===== src/rtl/cpu_pkg.sv =====
// Shared CPU definitions: datapath width, reset PC, bubble instruction and
// the fetch-stage state encoding. Imported by the fetch stage and the
// pipeline registers.
package cpu_pkg;

  localparam int          CPU_XLEN      = 32;
  localparam logic [31:0] CPU_RESET_PC  = 32'h0000_0000;
  localparam logic [31:0] CPU_NOP_INSTR = 32'h0000_0013;

  typedef enum logic [1:0] {
    IDLE  = 2'd0,
    FETCH = 2'd1,
    HOLD  = 2'd2
  } fetch_state_e;

endpackage


===== src/rtl/if_id_reg.sv =====
// Generic pipeline register holding {pc, instruction, valid}.
// Control priority: bubble (flush) > hold (stall) > load > keep.
module if_id_reg import cpu_pkg::*; #(
  parameter int          XLEN      = CPU_XLEN,
  parameter logic [31:0] NOP_INSTR = CPU_NOP_INSTR
) (
  input  logic            i_clk,
  input  logic            i_rst,
  input  logic            i_bubble,
  input  logic            i_hold,
  input  logic            i_load,
  input  logic [XLEN-1:0] i_pc,
  input  logic [31:0]     i_instr,
  output logic [XLEN-1:0] o_pc,
  output logic [31:0]     o_instr,
  output logic            o_valid
);

  logic [XLEN-1:0] r_pc;
  logic [31:0]     r_instr;
  logic            r_valid;

  // Register update: a bubble wins over a stall, a stall freezes the contents,
  // otherwise a load captures a real instruction; with no control it keeps.
  always_ff @(posedge i_clk) begin
    if (i_rst) begin
      r_pc    <= '0;
      r_instr <= NOP_INSTR;
      r_valid <= 1'b0;
    end else if (i_bubble) begin
      r_instr <= NOP_INSTR;
      r_valid <= 1'b0;
    end else if (i_hold) begin
      r_pc    <= r_pc;
    end else if (i_load) begin
      r_pc    <= i_pc;
      r_instr <= i_instr;
      r_valid <= 1'b1;
    end
  end

  assign o_pc    = r_pc;
  assign o_instr = r_instr;
  assign o_valid = r_valid;

endmodule


===== src/rtl/fetch_stage.sv =====
// Instruction-fetch stage: PC register, next-PC selection, request/ready
// handshake to a multi-cycle instruction memory and the IF/ID register.
// Optional performance counters are enabled by defining FETCH_PERF_EN.
module fetch_stage import cpu_pkg::*; #(
  parameter int              XLEN      = CPU_XLEN,
  parameter logic [XLEN-1:0] RESET_PC  = XLEN'(CPU_RESET_PC),
  parameter logic [31:0]     NOP_INSTR = CPU_NOP_INSTR
) (
  input  logic            clk_i,
  input  logic            rst_i,
  input  logic            start_i,
  input  logic            stall_i,
  input  logic            flush_i,
  input  logic [XLEN-1:0] branch_target_i,
  output logic            imem_req_o,
  output logic [XLEN-1:0] imem_addr_o,
  input  logic            imem_ready_i,
  input  logic [31:0]     imem_rdata_i,
`ifdef FETCH_PERF_EN
  output logic [31:0]     perf_fetched_o,
  output logic [31:0]     perf_wait_o,
`endif
  output logic [XLEN-1:0] pc_o,
  output logic [31:0]     instr_o,
  output logic            valid_o
);

  fetch_state_e    r_state;
  logic [XLEN-1:0] r_pc;
  logic            r_redirPending;
  logic [XLEN-1:0] r_redirPc;
  logic [XLEN-1:0] r_skidPc;
  logic [31:0]     r_skidInstr;

  fetch_state_e    w_stateNext;
  logic [XLEN-1:0] w_pcNext;
  logic            w_pendNext;
  logic [XLEN-1:0] w_redirPcNext;
  logic            w_skidCapture;
  logic            w_ifBubble;
  logic            w_ifLoad;
  logic [XLEN-1:0] w_ifPc;
  logic [31:0]     w_ifInstr;
  logic [XLEN-1:0] w_target;
  logic [XLEN-1:0] w_pcPlus4;

  assign w_target  = {branch_target_i[XLEN-1:2], 2'b00};
  assign w_pcPlus4 = r_pc + XLEN'(4);

  // The address always mirrors the PC, so it stays put while a request waits.
  assign imem_req_o  = (r_state == FETCH);
  assign imem_addr_o = r_pc;

  // Next-state and IF/ID control: a redirect (live or pending) wins over a
  // stall, a stall on returning data parks it in the skid buffer.
  always_comb begin
    w_stateNext   = r_state;
    w_pcNext      = r_pc;
    w_pendNext    = r_redirPending;
    w_redirPcNext = r_redirPc;
    w_skidCapture = 1'b0;
    w_ifBubble    = 1'b0;
    w_ifLoad      = 1'b0;
    w_ifPc        = r_pc;
    w_ifInstr     = imem_rdata_i;
    case (r_state)
      IDLE: begin
        if (start_i) w_stateNext = FETCH;
      end
      FETCH: begin
        if (!imem_ready_i) begin
          if (flush_i) begin
            w_pendNext    = 1'b1;
            w_redirPcNext = w_target;
          end
          w_ifBubble = flush_i || !stall_i;
        end else if (r_redirPending || flush_i) begin
          w_pcNext   = flush_i ? w_target : r_redirPc;
          w_pendNext = 1'b0;
          w_ifBubble = 1'b1;
        end else if (stall_i) begin
          w_skidCapture = 1'b1;
          w_stateNext   = HOLD;
        end else begin
          w_ifLoad = 1'b1;
          w_pcNext = w_pcPlus4;
        end
      end
      HOLD: begin
        if (flush_i) begin
          w_pcNext    = w_target;
          w_ifBubble  = 1'b1;
          w_stateNext = FETCH;
        end else if (!stall_i) begin
          w_ifLoad    = 1'b1;
          w_ifPc      = r_skidPc;
          w_ifInstr   = r_skidInstr;
          w_pcNext    = w_pcPlus4;
          w_stateNext = FETCH;
        end
      end
      default: w_stateNext = IDLE;
    endcase
  end

  // State, PC, pending redirect and skid buffer registers.
  always_ff @(posedge clk_i) begin
    if (rst_i) begin
      r_state        <= IDLE;
      r_pc           <= RESET_PC;
      r_redirPending <= 1'b0;
      r_redirPc      <= RESET_PC;
      r_skidPc       <= '0;
      r_skidInstr    <= NOP_INSTR;
    end else begin
      r_state        <= w_stateNext;
      r_pc           <= w_pcNext;
      r_redirPending <= w_pendNext;
      r_redirPc      <= w_redirPcNext;
      if (w_skidCapture) begin
        r_skidPc    <= r_pc;
        r_skidInstr <= imem_rdata_i;
      end
    end
  end

  if_id_reg #(
    .XLEN      (XLEN),
    .NOP_INSTR (NOP_INSTR)
  ) u_ifId (
    .i_clk    (clk_i),
    .i_rst    (rst_i),
    .i_bubble (w_ifBubble),
    .i_hold   (stall_i),
    .i_load   (w_ifLoad),
    .i_pc     (w_ifPc),
    .i_instr  (w_ifInstr),
    .o_pc     (pc_o),
    .o_instr  (instr_o),
    .o_valid  (valid_o)
  );

`ifdef FETCH_PERF_EN
  logic [31:0] r_perfFetched;
  logic [31:0] r_perfWait;

  // Counts real instructions entering IF/ID and cycles spent waiting on memory.
  always_ff @(posedge clk_i) begin
    if (rst_i) begin
      r_perfFetched <= '0;
      r_perfWait    <= '0;
    end else begin
      if (w_ifLoad && !w_ifBubble && !stall_i) r_perfFetched <= r_perfFetched + 32'd1;
      if (r_state == FETCH && !imem_ready_i)   r_perfWait    <= r_perfWait + 32'd1;
    end
  end

  assign perf_fetched_o = r_perfFetched;
  assign perf_wait_o    = r_perfWait;
`endif

endmodule


===== config.mk =====
export PLATFORM = sky130hd
export DESIGN_NAME = fetch_stage
export DESIGN_NICKNAME = d
export VERILOG_FILES = /design/src/rtl/cpu_pkg.sv /design/src/rtl/if_id_reg.sv /design/src/rtl/fetch_stage.sv
export SDC_FILE = /design/constraint.sdc
export NUM_CORES = 1
export LEC_CHECK = 0
export CAP_MARGIN = 20
export CORE_MARGIN = 5
export CORE_UTILIZATION = 45
export CTS_BUF_LIST = sky130_fd_sc_hd__clkbuf_4
export DETAILED_ROUTE_END_ITERATION = 10
export PLACE_DENSITY = 0.71
export SYNTH_ARGS = -nofsm -noshare
export SYNTH_HDL_FRONTEND = slang
export SYNTH_SLANG_ARGS = --single-unit

===== constraint.sdc =====
create_clock -name clk_i -period 6.4 [get_ports clk_i]
set_input_delay 1.6 -clock clk_i [delete_from_list [all_inputs] [get_ports clk_i]]
set_output_delay 1.6 -clock clk_i [all_outputs]
set_load 0.1 [all_outputs]

Yosys cells after proc, flatten, opt, wreduce, memory -nomap -nowiden:

Index checks and enable logic that the tools add are counted.

* logic and storage cells: 67
* memories kept: 0
* latch bits: 0
* output and inout port bits: 98
* input bits: 70
* register bits: 196
* ROM bits: 0
* bits in writable memories: 0

* equality and inequality tests: 8
* bitwise operators: 3
* div/mod/pow operators: 0
* order comparisons: 0
* reductions and logical operators: 13
* multiply operators: 0
* shifts and indexed selects: 0
* $add $sub $neg: 1
* mux-type cells: 33

Operators by type and width (number)
* 32-bit 2-to-1 mux: 9
* 32-bit case mux with 2 select lines: 1
* 32-bit by 3-bit adder with 32-bit output, second input constant: 1
* 1-bit 2-to-1 mux: 14
* 2-bit 2-to-1 mux: 6
* 2-bit != test, second input constant: 3
* 2-bit case mux with 3 select lines: 1
* 2-bit AND reduction: 3
* 3-bit AND reduction: 2
* 5-bit AND reduction: 1
* 2-bit by 1-bit != test with 1-bit output, second input constant: 2
* 1-bit case mux with 2 select lines: 2
* 2-bit nonzero test: 2
* 3-bit != test, second input constant: 1
* 1-bit NOT: 3
* 2-bit by 1-bit == test with 1-bit output, second input constant: 1
* 2-bit == test, second input constant: 1
* 2-bit logical NOT: 1
* 1-bit logical OR: 2
* 2-bit OR reduction: 1
* 1-bit logical NOT: 1

Depth between registers and ports, before layout:

Gate-level depths: netlist of the first run.

* depth in word-level cells: 6
* depth in mapped cells: 10
* mapped depth without buffers: 7

By module:

A second synthesis of the first run with hierarchy kept.

* cells, all modules: 1177
* area, all modules: 9028.7 um^2

Modules (own cells, without submodules)
* fetch_stage: cells an instance 891, area an instance 6760.2 um^2, instances 1, seq. area each 2622.5 um^2
* if_id_reg: cells an instance 286, area an instance 2268.4 um^2, instances 1, seq. area each 1301.2 um^2

Worst setup path before layout of the first run:

OpenSTA, ideal clock, no wires.

* kind: in2reg
* start point: input port stall_i
* end point: register r_pc[26] (netlist: imem_addr_o[26])
* path slack: 3042 ps
* arrival time: 3286 ps
* stages: 6
* required time: 6329 ps
* path buffers: 1
* library setup time: 71 ps
* cells stage by stage: nand4b_4 or4_1 buf_2 or4_4 o31ai_2 o2bb2ai_1

* longest elaborated chain between the ends: 4
* elaborated cells between the ends (all ways): 5
* classes of those cells: mux (5)

Ends and longest elaborated chain
* from (decl): line fetch_stage.sv:12 `input logic stall_i,`
* 32-bit 2-to-1 mux (*)
* 32-bit 2-to-1 mux (2 in series)
* 32-bit case mux with 2 select lines (*)
* to (signal assigned): line fetch_stage.sv:117 `r_pc <= w_pcNext;`
* to (decl): line fetch_stage.sv:29 `logic [XLEN-1:0] r_pc;`

Mark *: on every way between the ends. The rest lies on a longest branch, timed or not. The select of a mux whose other input is x is not followed.
A chain may end at the register's enable or synchronous reset.

Worst setup path after layout of the first run:

* start point: register r_state[1]
* end point: output port imem_req_o

* longest elaborated chain between the ends: 1

Ends and longest elaborated chain
* from (decl): line fetch_stage.sv:28 `fetch_state_e r_state;`
* from (signal assigned): line fetch_stage.sv:116 `r_state <= w_stateNext;`
* 2-bit by 1-bit == test with 1-bit output: line fetch_stage.sv:51 `assign imem_req_o = (r_state == FETCH);`
* to (decl): line fetch_stage.sv:15 `output logic imem_req_o,`

No other way between the ends.

==> results.md, run 1 <==
- Pre-CTS WS: 2.05 ns
- Share of cells above drive strength 1: 5.61%
- Via count: 8299
- Vias per inst: 5.44
- Die Ht: 149 microns
- Slew margin rel.: 27.3%
- Fin worst setup slack: 2.11 ns
- Slowest CP cell: clkdlybuf4s50_1
- Setup Buffers After CTS: 0
- CP endpoint kind: primary output
- Gp weighted congestion: 0.888
- Die Area: 22200 sq um
- Syn Nets: 1225
- Status: finished clean
- R2R depth: 6
- Final core occ: 56.7%
- Clock slew at reported path FFs: 0.19 ns
- Power per cell area: 229 nW/um^2
- Hold Crit Start: r_skidInstr[30]
- TritonRoute pass-1 iters: 5
- Final cell count without fillers: 1526
- Critical path type: reg -> out
- P_leak: 3.40 nW
- Synth Warn #: 0
- Slowest cell delay on critical path: 1.23 ns
- Adder-cell area share of the yosys netlist: 0.577%
- Worst R2R Start: imem_addr_o[3]
- Cell count after synthesis: 1151
- CP startpoint kind: flop
- Most frequent cells after synthesis: nand2_1, dfxtp_1, a21oi_1
- Maxcap violations: 0
- DRT iter0 DRCs: 668
- Yosys reg bits: 196
- Syn_area_per_cell: 7.54 sq um
- Critical path depth in cells: 3
- Synth Area in XOR/XNOR: 0%
- CTS tree: done
- Initial antenna violation count: 1
- Final Skew: 0.0231 ns
- Post-CTS sizing: 0
- Routed WL: 24700 microns
- Setup TNS: 0 ns
- Hold Path End: u_ifId.o_instr[30]
- Pins Over Slew Limit: 0
- Maximum vdd drop: 97.1 uV
- Top-count cell post-synth: nand2_1
- HP Class: reg -> reg
- Crit path cell chain: inv_1 -> ha_1 -> clkdlybuf4s50_1
- Num rows: 50
- Setup violations, final: 0
- Routed WL per cell: 16.2 microns
- Simple-Gate Fraction of Synth Area: 26.5%
- Area fraction of the dominant cell type after synthesis: 45.2%
- Layout Cell Area excl Fill: 10700 sq um
- Gr ovfl total: 0
- Netlist cell types: 61
- Post-synthesis mux area share: 0.375%
- Root Driver: clkbuf_4
- Top delay family on crit path: buffers and inverters
- Initial Utilization: 46.1%
- TritonCTS Sinks: 196
- Synth area leader: dfxtp_1
- Min Tclk post-route: 4.29 ns
- Top cells by area, synth: dfxtp_1, nand2_1, a21oi_1, a311oi_1, nor2_1
- Fin crit share: 67.0%
- Io pins: 168
- Vias in the first global route: 7346
- Largest family of logic cells by synthesized area: simple AND/OR/NAND/NOR gates
- Clock Path Buffers: 2
- RSZ-0062 raised after global routing: false
- Placed cell count: 1492
- Detailed-placement wirelength estimate: 16000 microns
- R2R Setup Slk: 3.66 ns
- Area growth syn-to-layout: 23.0%
- Sequential share of the synthesized area: 45.2%
- Fmax: 233 MHz
- GRT Resource Usage Total: 21.5%
- Post-synth ARST share: 0%
- Core outline area: 18800 sq um
- Post-route ant nets: 0
- Hold_buf cts: 0
- Largest net degree at the start of global routing: 85
- NumNets Final: 1326
- Final hold slack: 0.461 ns
- Total CTS buffers: 17
- Synth Area in Compound Gates: 21.9%
- Crit path max fanout: 13
- Worst slew pin tran: 1.09 ns
- Die width: 149 microns
- Required @ worst endpoint: 4.80 ns
- Hold depth: 2
- Number of enable flip-flop cells after synthesis: 0
- Hold Vio Cnt, Final: 0
- Ys flop type: dfxtp_1
- Htree depth: 4
- Worst skew pair latency: 0.59 ns
- Post-Syn Area: 8680 sq um
- # DRC: 0
- IO Port Bufs: 165
- Worst path arrival time: 2.69 ns
- Placed Area: 10400 sq um
- Critical R2R Capture: imem_addr_o[22]
- WP buf/inv: 2
- Total power: 2.45 mW
- First-pass GRT wire length: 38900 microns
## flip-flops by register name, indices dropped and copies added, names as in the netlist
signal          flops
imem_addr_o        32
r_redirPc          32
r_redirPending      1
r_skidInstr        32
r_skidPc           32
r_state             2
u_ifId.o_instr     32
u_ifId.o_pc        32
u_ifId.o_valid      1
## layout make-up
cell class                      count  area (sq um)
Antenna cell                        1          2.50
Clock buffer                       18           135
Clock inverter                     14           143
Fill cell                        1798          8160
Inverter                           12          45.0
Multi-Input combinational cell    845          4330
Sequential cell                   196          3920
Tap cell                          260           325
Timing Repair Buffer              180          1770
## worst reg2reg max path, cell delays in order, from the launching register on
cell and delay (ns):
dfxtp_1 0.58, ha_1 0.28, nand4b_4 0.16, nor4_2 0.94, nand4_1 0.23, a21o_1 0.23
a32o_1 0.24
## where the power goes
part           switching [mW]  leakage [nW]  internal, mW
logic                   0.348          1.67         0.142
clock network           0.473         0.147         0.181
registers              0.0453          1.58          1.26
## logic make-up after synthesis
kind of cell | Yosys count
and+or+nand+nor | 540
AOI/OAI and AO/OA | 298
DFF | 196
buffers and inverters | 110
adders and majority gates | 4
muxes | 3
## worst max path at each step
stage / start / endpoint
after floorplan: stall_i / imem_addr_o[26]
after global placement: stall_i / imem_addr_o[22]
after detailed placement: stall_i / imem_addr_o[22]
after CTS: r_state[1] / imem_req_o
after global routing: r_state[1] / imem_req_o
final: r_state[1] / imem_req_o
## per-layer routing
metal | part of all wire (%) | wire length (microns) | global-route usage, % | vias up
li1 | - | - | - | 4179
met2 | 44 | 10900 | 32.6 | 288
met1 | 47 | 11600 | 30.9 | 3808
met5 | 0 | 0 | 0 | -
met3 | 7.2 | 1780 | 4.31 | 24
met4 | 1.6 | 390 | 6.41 | 0
## layout by cell type (no fill, tap or decap), types with 7 or more instances in the layout
| master | Yosys | final |
|---|---|---|
| nand4_1 | 8 | 8 |
| a21oi_1 | 139 | 139 |
| nor2_1 | 96 | 95 |
| and3_1 | 9 | 9 |
| nand2_1 | 349 | 347 |
| clkbuf_4 | 0 | 18 |
| nor3_1 | 11 | 11 |
| buf_4 | 0 | 15 |
| nand2b_1 | 11 | 11 |
| inv_1 | 12 | 12 |
| a211oi_1 | 10 | 10 |
| o21ai_0 | 38 | 38 |
| a311oi_1 | 58 | 58 |
| clkdlybuf4s50_1 | 0 | 163 |
| nand3_1 | 17 | 17 |
| a32oi_1 | 7 | 7 |
| dfxtp_1 | 196 | 196 |
No activity file was read; power rests on OpenSTA's default activity.
==> run 2: changes to the inputs <==
--- a/config.mk
+++ b/config.mk
@@ -10,7 +10,7 @@
 export CORE_UTILIZATION = 45
 export CTS_BUF_LIST = sky130_fd_sc_hd__clkbuf_4
 export DETAILED_ROUTE_END_ITERATION = 10
-export PLACE_DENSITY = 0.71
+export PLACE_DENSITY = 0.74
 export SYNTH_ARGS = -nofsm -noshare
 export SYNTH_HDL_FRONTEND = slang
 export SYNTH_SLANG_ARGS = --single-unit
==> constraint.sdc (replaced) <==
create_clock -name clk_i -period 3.6 [get_ports clk_i]
set_input_delay 0.9 -clock clk_i [delete_from_list [all_inputs] [get_ports clk_i]]
set_output_delay 0.9 -clock clk_i [all_outputs]
set_load 0.1 [all_outputs]
==> results.md, run 2 (same netlist as run 1, synthesis figures left out) <==
- Seq pwr share: 52.4% (-0.9 points)
- Htree depth: 4 (unchanged)
- NumNets Final: 1335 (+0.68%)
- Total CTS buffers: 17 (unchanged)
- Hold_buf cts: 0 (unchanged)
- Status: finished clean
- Setup Buffers After CTS: 0 (unchanged)
- Crit path cell chain: clkdlybuf4s50_1
- Die Area: 22200 sq um (unchanged)
- Met1 usage in global routing: 31.6% (+0.67 points)
- Slew margin rel.: 32.6% (+5.3 points)
- Fin worst setup slack: 0.561 ns (-1.55 ns)
- P_leak: 3.63 nW (+6.7%)
- Filler Cell Count: 1810 (+0.67%)
- CP endpoint kind: primary output
- Most Crowded Layer GR: met2
- WP buf/inv: 1 (-1)
- # DRC: 0 (unchanged)
- Pins Over Slew Limit: 0 (unchanged)
- Power per cell area: 416 nW/um^2 (+81%)
- Area of the multi-input gates: 4330 sq um (unchanged)
- IO Port Bufs: 165 (unchanged)
- Min Tclk post-route: 3.04 ns
- Num rows: 50 (unchanged)
- Clk network pwr share: 27.9% (+1.2 points)
- Detailed-placement wirelength estimate: 16300 microns (+2.1%)
- Initial Utilization: 46.1% (unchanged)
- Clock slew at reported path FFs: 0.21 ns (+0.02 ns)
- Slowest cell delay on critical path: 1.16 ns (-0.07 ns)
- Core outline area: 18800 sq um (unchanged)
- Share of cells above drive strength 1: 12.1% (+6.5 points)
- Initial antenna violation count: 1 (unchanged)
- Crit path max fanout: 2 (-11)
- Area growth syn-to-layout: 22.6%
- Placed Area: 10300 sq um (-0.41%)
- GRT Resource Usage Total: 21.7% (+0.27 points)
- Met2 Track Usage GR: 33.0% (+0.45 points)
- Setup TNS: 0 ns (unchanged)
- TritonRoute pass-1 iters: 5 (unchanged)
- Layout Cell Area excl Fill: 10600 sq um (-0.32%)
- Register area: 3920 sq um (unchanged)
- Setup violations, final: 0 (unchanged)
- Die width: 149 microns (unchanged)
- RSZ-0062 raised after global routing: false
- Psw: 1.60 mW (+84%)
- Net Sw Frac: 36.1% (+0.68 points)
- Routed WL per cell: 16.1 microns (-0.45%)
- Vias in the first global route: 7581 (+3.2%)
- Most frequent cells in the layout: nand2_1, dfxtp_1, a21oi_1
- Hold Vio Cnt, Final: 0 (unchanged)
- Die Ht: 149 microns (unchanged)
- Post-CTS sizing: 0 (unchanged)
- Slowest CP cell: clkdlybuf4s50_1
- Fmax: 329 MHz
- Gr ovfl total: 0 (unchanged)
- CTS tree: done
- Hold Path End: u_ifId.o_instr[14]
- R2R depth: 6 (unchanged)
- Maximum vdd drop: 249 uV (+160%)
- Critical path type: reg -> out
- Comb power frac: 19.7% (-0.3 points)
- Clock Path Buffers: 2 (unchanged)
- Commonest non-fill, non-tap cell in the layout: nand2_1
- Critical R2R Capture: imem_addr_o[26]
- DRT iter0 DRCs: 904 (+35%)
- Worst slew pin tran: 1.01 ns (-0.0792 ns)
- R2R Setup Slk: 1.04 ns (-2.62 ns)
- First-pass GRT wire length: 39600 microns (+1.8%)
- Io pins: 168 (unchanged)
- Required @ worst endpoint: 2.70 ns (-2.10 ns)
- Maxcap violations: 0 (unchanged)
- Worst path arrival time: 2.14 ns (-0.55 ns)
- Worst skew pair latency: 0.60 ns (about the same)
- Critical path depth in cells: 1 (-2)
- TritonCTS Sinks: 196 (unchanged)
- Root Driver: clkbuf_4
- Routed WL: 24700 microns (+0.14%)
- Met3 GRT Util: 4.25% (-0.061 points)
- Pre-CTS WS: 0.420 ns (-1.63 ns)
- Vias per inst: 5.50 (+1.1%)
- Top delay family on crit path: buffers and inverters
- Fin crit share: 84.4%
- Largest net degree at the start of global routing: 66 (-22%)
- Post-route ant nets: 0 (unchanged)
- Gp weighted congestion: 0.881 (-0.75%)
- Power Internal: 2.83 mW (+79%)
- CP startpoint kind: flop
- Worst R2R Start: imem_addr_o[2]
- Via count: 8440 (+1.7%)
- Final Skew: 0.0243 ns (+0.00122 ns)
- Hold depth: 2 (unchanged)
- Hold Crit Start: r_skidInstr[14]
- HP Class: reg -> reg
==> run 2: cell count changes in the layout (fill, tap and decap cells not counted) <==
| cell | delta |
|---|---|
| clkdlybuf4s50_1 | -74 |
| buf_4 | +78 |
| clkinvlp_4 | -2 |
| clkbuf_4 | -1 |
| clkinv_4 | -3 |
| inv_6 | +1 |
| buf_12 | +5 |
| inv_8 | +4 |
| clkinv_8 | +1 |
==> run 2: layout make-up <==
type	instances	share of cell area [%]
Antenna cell	1	0.0235
Clock buffer	17	1.20
Clock inverter	15	1.61
Inverter	12	0.424
Multi-Input combinational cell	845	40.7
Sequential cell	196	36.9
Tap cell	260	3.06
Timing Repair Buffer	189	16.1
==> run 2: stage by stage <==
| stage | std cells | hold slack [ns] | util (%) | total power, mW |
|---|---|---|---|---|
| global route | 1535 | 0.475 | 56.5 | 4.61 |
| finish | 1535 | 0.458 | 56.5 | 4.42 |
| CTS | 1533 | 0.461 | 56.4 | 4.45 |
| detailed placement | 1501 | 0.447 | 54.8 | 3.23 |
| floorplan | 1151 | 0.432 | - | 2.95 |
| global placement | 1501 | 0.438 | 54.8 | 3.22 |
==> run 2: routing by layer <==
| layer | share of wire (%) | up-vias |
|---|---|---|
| met5 | 0 | - |
| met4 | 1.3 | 0 |
| met3 | 7.3 | 28 |
| met2 | 45 | 300 |
| met1 | 47 | 3910 |
| li1 | - | 4202 |
==> run 2: how the worst max path moves through the flow <==
stage                            start         endpoint
finish              u_ifId.o_instr[23]      instr_o[23]
global route        u_ifId.o_instr[16]      instr_o[16]
CTS                 u_ifId.o_instr[16]      instr_o[16]
detailed placement             stall_i  imem_addr_o[26]
global placement               stall_i  imem_addr_o[26]
floorplan               imem_addr_o[2]  imem_addr_o[26]
==> run 2: power by group through the flow <==
stage | clock network, mW | registers, mW | logic, mW
finish | 1.23 | 2.32 | 0.871
detailed placement | 0 | 2.36 | 0.867
global route | 1.35 | 2.33 | 0.931
global placement | 0 | 2.36 | 0.861
floorplan | 0 | 2.59 | 0.361
CTS | 1.26 | 2.32 | 0.869
==> run 3: changes to the inputs <==
==> constraint.sdc (replaced) <==
create_clock -name clk_i -period 2.5 [get_ports clk_i]
set_input_delay 0.625 -clock clk_i [delete_from_list [all_inputs] [get_ports clk_i]]
set_output_delay 0.625 -clock clk_i [all_outputs]
set_load 0.1 [all_outputs]
==> results.md, run 3 (same netlist as run 1, synthesis figures left out) <==
- R2R Setup Slk: 0.19 ns (-0.85 ns)
- Vias in the first global route: 7815 (+3.1%)
- Initial Utilization: 46.1% (unchanged)
- Comb power frac: 21.0% (+1.3 points)
- # DRC: 0 (unchanged)
- Fin crit share: 92.6%
- Hold Vio Cnt, Final: 0 (unchanged)
- IO Port Bufs: 165 (unchanged)
- Total power: 6.30 mW (+43%)
- Slew margin rel.: 38.3% (+5.8 points)
- Clock slew at reported path FFs: 0.16 ns (-0.05 ns)
- GRT Resource Usage Total: 22.5% (+0.79 points)
- Min Tclk post-route: 2.31 ns
- Worst path arrival time: 2.83 ns (+0.69 ns)
- Met1 usage in global routing: 32.7% (+1.1 points)
- Worst R2R Start: imem_addr_o[2]
- Commonest non-fill, non-tap cell in the layout: nand2_1
- Clock Path Buffers: 2 (unchanged)
- Post-CTS sizing: 0 (unchanged)
- Fmax: 432 MHz
- Vias per inst: 5.48 (-0.34%)
- Pre-CTS WS: -0.351 ns (-0.771 ns)
- CP startpoint kind: flop
- Area growth syn-to-layout: 24.8%
- Gr ovfl total: 0 (unchanged)
- CTS tree: done
- TritonRoute pass-1 iters: 6 (+1)
- Share of cells above drive strength 1: 16.8% (+4.7 points)
- Met3 GRT Util: 4.13% (-0.12 points)
- Power per cell area: 582 nW/um^2 (+40%)
- Power Internal: 4.07 mW (+44%)
- Status: finished clean
- Largest net degree at the start of global routing: 85 (+29%)
- Routed WL: 25900 microns (+4.6%)
- Met2 Track Usage GR: 34.7% (+1.7 points)
- Final cell count without fillers: 1560 (+1.6%)
- Htree depth: 4 (unchanged)
- Maxcap violations: 0 (unchanged)
- Fin worst setup slack: 0.186 ns (-0.375 ns)
- Die Ht: 149 microns (unchanged)
- Final Skew: 0.0180 ns (-0.00633 ns)
- Worst slew pin tran: 0.925 ns (-0.0831 ns)
- Most Crowded Layer GR: met2
- Crit path max fanout: 8 (+6)
- Post-route ant nets: 0 (unchanged)
- Hold_buf cts: 0 (unchanged)
- Psw: 2.23 mW (+40%)
- Core outline area: 18800 sq um (unchanged)
- First-pass GRT wire length: 40800 microns (+3.2%)
- Setup TNS: 0 ns (unchanged)
- Detailed-placement wirelength estimate: 17200 microns (+5.6%)
- Seq pwr share: 53.0% (+0.6 points)
- Io pins: 168 (unchanged)
- NumNets Final: 1360 (+1.9%)
- Slowest cell delay on critical path: 0.61 ns (-0.55 ns)
- Setup violations, final: 0 (unchanged)
- P_leak: 3.81 nW (+4.9%)
- Via count: 8548 (+1.3%)
- TritonCTS Sinks: 196 (unchanged)
- Net Sw Frac: 35.4% (-0.69 points)
- Critical path type: reg -> reg
- DRT iter0 DRCs: 800 (-12%)
- Required @ worst endpoint: 3.01 ns (+0.31 ns)
- Die Area: 22200 sq um (unchanged)
- Clk network pwr share: 26.0% (-1.9 points)
- Area of the multi-input gates: 4340 sq um (+0.29%)
- RSZ-0062 raised after global routing: false
- HP Class: reg -> reg
- Num rows: 50 (unchanged)
- Gp weighted congestion: 0.929 (+5.4%)
- Register area: 3950 sq um (+0.67%)
- Routed WL per cell: 16.6 microns (+2.9%)
- Layout Cell Area excl Fill: 10800 sq um (+1.8%)
- Total CTS buffers: 17 (unchanged)
- Placed cell count: 1527 (+1.7%)
- Placed Area: 10600 sq um (+2.3%)
- CP endpoint kind: flop
- Setup crit start: imem_addr_o[2]
- Initial antenna violation count: 1 (unchanged)
- Critical R2R Capture: imem_addr_o[26]
- Final hold slack: 0.461 ns (+0.00304 ns)
- Root Driver: clkbuf_4
- Filler Cell Count: 1791 (-1.0%)
- Crit path cell chain: ha_1 -> nand4b_4 -> or4_1 -> or4_4 -> o31ai_2 -> o2bb2ai_1
- Crit path capture: imem_addr_o[26]
- Maximum vdd drop: 350 uV (+40%)
- Slowest CP cell: or4_1
- Pins Over Slew Limit: 0 (unchanged)
- Most frequent cells in the layout: nand2_1, dfxtp_1, a21oi_1
- Die width: 149 microns (unchanged)
- Worst skew pair latency: 0.57 ns (-0.03 ns)
- Final core occ: 57.5% (+1.0 points)
- R2R depth: 6 (unchanged)
- Setup Buffers After CTS: 0 (unchanged)
run 3: power by group through the flow:
stage,sequential (mW),combinational (mW),clock [mW]
2_1_floorplan,3.74,0.526,0
3_3_place_gp,3.40,1.31,0
3_5_place_dp,3.40,1.32,0
4_1_cts,3.34,1.32,1.68
5_1_grt,3.36,1.41,1.81
6_report,3.34,1.33,1.64
run 3: layout make-up:
class | instances | area share, %
Antenna cell | 1 | 0.0231
Clock inverter | 15 | 1.26
Inverter | 12 | 0.416
Tap cell | 260 | 3.00
Clock buffer | 17 | 1.18
Multi-Input combinational cell | 845 | 40.1
Timing Repair Buffer | 214 | 17.6
Sequential cell | 196 | 36.5
run 3: worst max-delay path: cells and delay by family (launching register included):
kind / cells / cell delay [ns]
fa+ha+maj: 1 / 0.23
simple gates: 3 / 1.27
flops: 1 / 0.44
compound gates: 2 / 0.32
run 3: how the worst min path moves through the flow:
stage,cells past startpoint,to,slack (ns),startpoint
2_1_floorplan,2,r_redirPc[22],0.43,r_redirPc[22]
3_3_place_gp,2,r_redirPc[23],0.44,r_redirPc[23]
3_5_place_dp,2,r_redirPc[26],0.44,r_redirPc[26]
4_1_cts,2,r_redirPc[23],0.46,r_redirPc[23]
5_1_grt,4,imem_addr_o[21],0.47,rst_i
6_report,2,r_redirPc[22],0.46,r_redirPc[22]
run 3: layer usage:
layer	up-vias	share of wire, %
met2	330	45
met5	-	0
li1	4242	-
met1	3931	45
met4	0	1.8
met3	45	8.3
